### config.mk
export PLATFORM = sky130hd
export DESIGN_NAME = pipeline_hazard_ctrl
export DESIGN_NICKNAME = d
export VERILOG_FILES = /design/src/rtl/pipe_ctrl_pkg.sv /design/src/rtl/pipeline_hazard_ctrl_sat_counter.sv /design/src/rtl/pipeline_hazard_ctrl.sv
export SDC_FILE = /design/constraint.sdc
export NUM_CORES = 1
export LEC_CHECK = 0
export ABC_AREA = 1
export BUFFER_PORTS_ARGS = -buffer_cell sky130_fd_sc_hd__buf_2
export CAP_MARGIN = 20
export CORE_AREA = 5 5 55 57
export DETAILED_ROUTE_END_ITERATION = 8
export DIE_AREA = 0 0 60 62
export PLACE_DENSITY = 0.63
export SYNTH_ARGS = -nofsm -noshare
export SYNTH_HDL_FRONTEND = slang
export SYNTH_SLANG_ARGS = --single-unit
### constraint.sdc
create_clock -name clk -period 1.8 [get_ports clk]
set_input_delay 0.36 -clock clk [delete_from_list [all_inputs] [get_ports clk]]
set_output_delay 0.36 -clock clk [all_outputs]
set_load 0.1 [all_outputs]
### src/rtl/pipe_ctrl_pkg.sv
// pipe_ctrl_pkg: shared pipeline-control encodings (FSM states, register width, control-bus bit indices)
package pipe_ctrl_pkg;
    typedef enum logic [1:0] {RUN = 2'd0, LOAD_STALL = 2'd1, MEM_WAIT = 2'd2} state_t;
    localparam int REG_W = 4;
    localparam int SIG_REG_WRITE = 9;
    localparam int SIG_WB_SEL = 8;
endpackage

### src/rtl/pipeline_hazard_ctrl_sat_counter.sv
// sat_counter: event counter that saturates at all-ones, cleared by asynchronous reset
module sat_counter #(
    parameter int W = 16
) (
    input  logic         clk,
    input  logic         reset,
    input  logic         inc,
    output logic [W-1:0] cnt
);
    always_ff @(posedge clk or posedge reset)
        if (reset) cnt <= '0;
        else if (inc && !(&cnt)) cnt <= cnt + 1'b1;
endmodule

### src/rtl/pipeline_hazard_ctrl.sv
// pipeline_hazard_ctrl: load-use / memory-wait stall and taken-branch flush control for the 5-stage pipeline.
// Define HAZ_PERF_EN to add the stall_cycles / flush_count performance counters.
module pipeline_hazard_ctrl #(
    parameter int REG_W = 4,
    parameter int LU_BUBBLES = 1,
    parameter int MEM_TIMEOUT = 15,
    parameter int CNT_W = 16
) (
    input  logic             clk,
    input  logic             reset,
    input  logic [REG_W-1:0] id_rn,
    input  logic [REG_W-1:0] id_rm,
    input  logic             id_rn_used,
    input  logic             id_rm_used,
    input  logic [REG_W-1:0] ex_rd,
    input  logic             ex_mem_read,
    input  logic             mem_req,
    input  logic             mem_ready,
    input  logic             br_taken,
    output logic             pc_en,
    output logic             ifid_en,
    output logic             idex_en,
    output logic             exmem_en,
    output logic             idex_bubble,
    output logic             memwb_bubble,
    output logic             flush_ifid,
    output logic             flush_idex,
    output logic             flush_exmem,
    output logic             mem_timeout,
    output logic [1:0]       state
`ifdef HAZ_PERF_EN
    ,
    output logic [CNT_W-1:0] stall_cycles,
    output logic [CNT_W-1:0] flush_count
`endif
);
    import pipe_ctrl_pkg::*;

    state_t     state_q, state_d;
    logic [1:0] bcnt_q, bcnt_d;
    logic [7:0] wcnt_q, wcnt_d;
    logic       load_use, mem_wait, flush, mstall, lstall, tmo;

    assign load_use = ex_mem_read & ((id_rn_used & (id_rn == ex_rd)) | (id_rm_used & (id_rm == ex_rd)));
    assign mem_wait = mem_req & ~mem_ready;

    always_ff @(posedge clk or posedge reset)
        if (reset) begin
            state_q <= RUN;
            bcnt_q  <= '0;
            wcnt_q  <= '0;
        end else begin
            state_q <= state_d;
            bcnt_q  <= bcnt_d;
            wcnt_q  <= wcnt_d;
        end

    always_comb begin
        flush   = 1'b0;
        mstall  = 1'b0;
        lstall  = 1'b0;
        tmo     = 1'b0;
        state_d = RUN;
        bcnt_d  = bcnt_q;
        wcnt_d  = wcnt_q;
        case (state_q)
            RUN, LOAD_STALL: begin
                if (br_taken) flush = 1'b1;
                else if (mem_wait) begin
                    mstall  = 1'b1;
                    state_d = MEM_WAIT;
                    wcnt_d  = 8'd1;
                end else if (state_q == LOAD_STALL) begin
                    lstall  = 1'b1;
                    bcnt_d  = bcnt_q - 2'd1;
                    state_d = (bcnt_q == 2'd1) ? RUN : LOAD_STALL;
                end else if (load_use) begin
                    lstall = 1'b1;
                    if (LU_BUBBLES > 1) begin
                        state_d = LOAD_STALL;
                        bcnt_d  = 2'(LU_BUBBLES - 1);
                    end
                end
            end
            // branch is ignored here: the memory stage holds the memory instruction
            MEM_WAIT: begin
                if (mem_wait && wcnt_q == 8'(MEM_TIMEOUT)) tmo = 1'b1;
                else if (mem_wait) begin
                    mstall  = 1'b1;
                    wcnt_d  = wcnt_q + 8'd1;
                    state_d = MEM_WAIT;
                end
            end
            default: ;
        endcase
    end

    assign pc_en        = ~reset & ~mstall & ~lstall;
    assign ifid_en      = ~reset & ~mstall & ~lstall;
    assign idex_en      = ~reset & ~mstall;
    assign exmem_en     = ~reset & ~mstall;
    assign idex_bubble  = ~reset & lstall;
    assign memwb_bubble = ~reset & mstall;
    assign flush_ifid   = reset | flush;
    assign flush_idex   = reset | flush;
    assign flush_exmem  = reset | flush;
    assign mem_timeout  = ~reset & tmo;
    assign state        = state_q;

`ifdef HAZ_PERF_EN
    sat_counter #(.W(CNT_W)) u_stall_cnt (.clk(clk), .reset(reset), .inc(~pc_en), .cnt(stall_cycles));
    sat_counter #(.W(CNT_W)) u_flush_cnt (.clk(clk), .reset(reset), .inc(flush_ifid), .cnt(flush_count));
`endif
endmodule

==> out/qor.csv <==
metric,value,unit
crit-path cells,"ha_2, nand2_2, nor3_4, nand2_2, nand2_4, nand2_8, nor2_4, inv_2, nor2_4, buf_12",
largest net degree at the start of global routing,13,
"Distinct cells, synth",25,
Final Cell Area,1490,um^2
worst-path fanout max,3,
antenna violations before repair,0,
post-synth top area share,32.0,%
first-pass GRT wire length,3510,um
post-layout util,61.3,%
crit share post-route,117,%
Final min period,2100,ps
CP Launch Type,register,
# DRC,0,
"Setup violations, final",7,
placed cell area,1420,um^2
"CP delay by family, top",simple AND/OR/NAND/NOR gates,
Max stage delay on crit path,360,ps
Horiz. Die Dim,60,um
worst min path class,in2async,
I/O pin count,32,
WHS,212,ps
mean routed wirelength per cell,10.4,um
Worst EP required,1440,ps
Ys Warns,0,
"Arr. time, crit path",1740,ps
WP buf/inv,2,
core area,2430,um^2
die area,3720,um^2
Post-DRT Antenna Nets,0,
Setup CP Type,reg2out,
Synthesized Nets,151,
Post-synth EDFFs,0,
# nets final,201,
GRT Residual Overflow,0,
Final Power,833,uW
share of cells above drive strength 1,47.2,%
DP HPWL,1790,um
most frequent cell after synthesis,nand2_1,
Seq cells post-synth,12,
fraction of registers with async set/reset,100,%
dominant synthesized flop cell,dfrtp_1,
Syn Inst Count,129,
router iterations before antenna repair,4,
initial drt markers,36,
fillcell total,220,
syn_area_per_cell,7.26,um^2
Post-synth top cells,"nand2_1, inv_1, nor2_1",
violated checks,negative setup slack,
IO Port Bufs,31,
CTS max path bufs,2,
Crit. End Element,primary output,
clock sinks,12,
CTS Hold Buffers Added,0,
Post-Syn Area,937,um^2
Max Slew Vio Count,0,
area growth from synthesis to layout,59.1,%
clock-pin slew on the worst setup and hold paths,80,ps
"Slowest-stage cell, CP",dfrtp_1,
Fmax achieved,476,MHz
multi-input logic area,571,um^2
Setup Skew,3.79,ps
Slew HR,67.6,%
diode count,0,
clock insertion delay at the later pin of the skew report,280,ps
VDD IR-drop max,0.420,mV
leakage power,0.757,nW
CTS tree,built,
worst slew pin tran,490,ps
RSZ-0062 raised after global routing,yes,
final worst slack,-302,ps
cts bufs inserted,3,
Synth area leader,dfrtp_1,
GRT Util Overall,12.7,%
Via density,4.56,
"wirelength, routed",2170,um
status,finished with violations,
PD cells,559,nW/um^2
max-cap violations,0,
"Seq/Total Area, Yosys",32.0,%
"Hold Violations, Final",0,
DR vias,948,
clock tree root driver cell,clkbuf_4,
"setup slack, reg-to-reg",200,ps
Initial Utilization,38.5,%
CTS H-Tree Depth,1,
gpl congestion,0.782,
row cnt,18,
Synth area leaders,"dfrtp_1, nand2_1, inv_1",
Die Height,62,um
vias in the first global route,858,
register area,308,um^2
==> path summary, 6_finish.rpt <==
check / start / to / depth (start not counted)
max: wcnt_q[0] / ifid_en / 10
min: reset / state[1] / 3
max reg2reg: wcnt_q[0] / wcnt_q[6] / 12
min reg2reg: bcnt_q[0] / bcnt_q[0] / 1
max in group asynchronous: reset / state[0] / 3
min in group clk: bcnt_q[0] / bcnt_q[0] / 1
==> through the flow <==
step	instances	setup slack, ps	setup TNS [ps]
CTS	207	-344	-1920
global route	208	-447	-2520
global placement	202	-24.9	-38.9
floorplan	129	-1090	-4970
finish	208	-302	-1630
detailed placement	202	-33.7	-95.5
==> power breakdown <==
group	total [mW]	switching (mW)	internal [mW]
combinational	0.322	0.199	0.123
clock	0.219	0.0957	0.123
sequential	0.292	0.00970	0.283
==> layout make-up <==
cell class | count | share of cell area (%)
flip-flops and latches | 12 | 20.6
inverters | 25 | 6.63
clock buffers | 4 | 2.43
multi-input cells | 88 | 38.3
repair buffers | 49 | 29.5
well taps | 30 | 2.52
==> cell usage in the layout, fill, tap and decap left out, types with 4 or more instances in the layout <==
cell and n:
o21ai_0 4, nand2_1 27, buf_4 18, nor2_1 12, dfrtp_1 10, buf_2 21, o21ai_2 4, nand2_2 4
nor2_4 5, inv_1 19, buf_12 10, inv_2 4, nand3_1 8
==> routing by layer <==
| metal | global-route usage [%] | part of all wire [%] | routed length (um) | vias up |
|---|---|---|---|---|
| li1 | - | - | - | 497 |
| met3 | 2.27 | 6.0 | 130 | 4 |
| met2 | 21.8 | 48 | 1030 | 19 |
| met5 | 0 | 0 | 0 | - |
| met1 | 15.1 | 45 | 972 | 428 |
| met4 | 6.65 | 1.4 | 30 | 0 |
==> sequential cells by signal, summed over array words and instances (netlist names) <==
register / flops
wcnt_q: 8
bcnt_q: 2
state: 2
==> cell families (layout without fill, tap and decap cells) <==
family / after synthesis / in the layout / synth area share (%)
flops: 12 / 12 / 32.0
compound gates: 15 / 15 / 9.75
buf+inv: 29 / 78 / 13.5
fa+ha+maj: 2 / 2 / 2.67
simple gates: 67 / 67 / 38.3
xor+xnor: 4 / 4 / 3.74
==> timing repair <==
item / 4_1_cts / 5_1_grt
pin swaps: 0 / 4
buffers inserted: 1 / 1
endpoints found under the setup margin: 7 / 7
resized for setup: 3 / 1
endpoints found under the hold margin: 0 / 0
==> worst register-to-register path: cells and delay by family, from the launching register on <==
kind / cells / cell delay (ps)
buf+inv: 4 / 420
flops: 1 / 360
fa+ha+maj: 1 / 190
simple gates: 6 / 520
compound gates: 1 / 50
No activity file was read; power rests on OpenSTA's default activity.
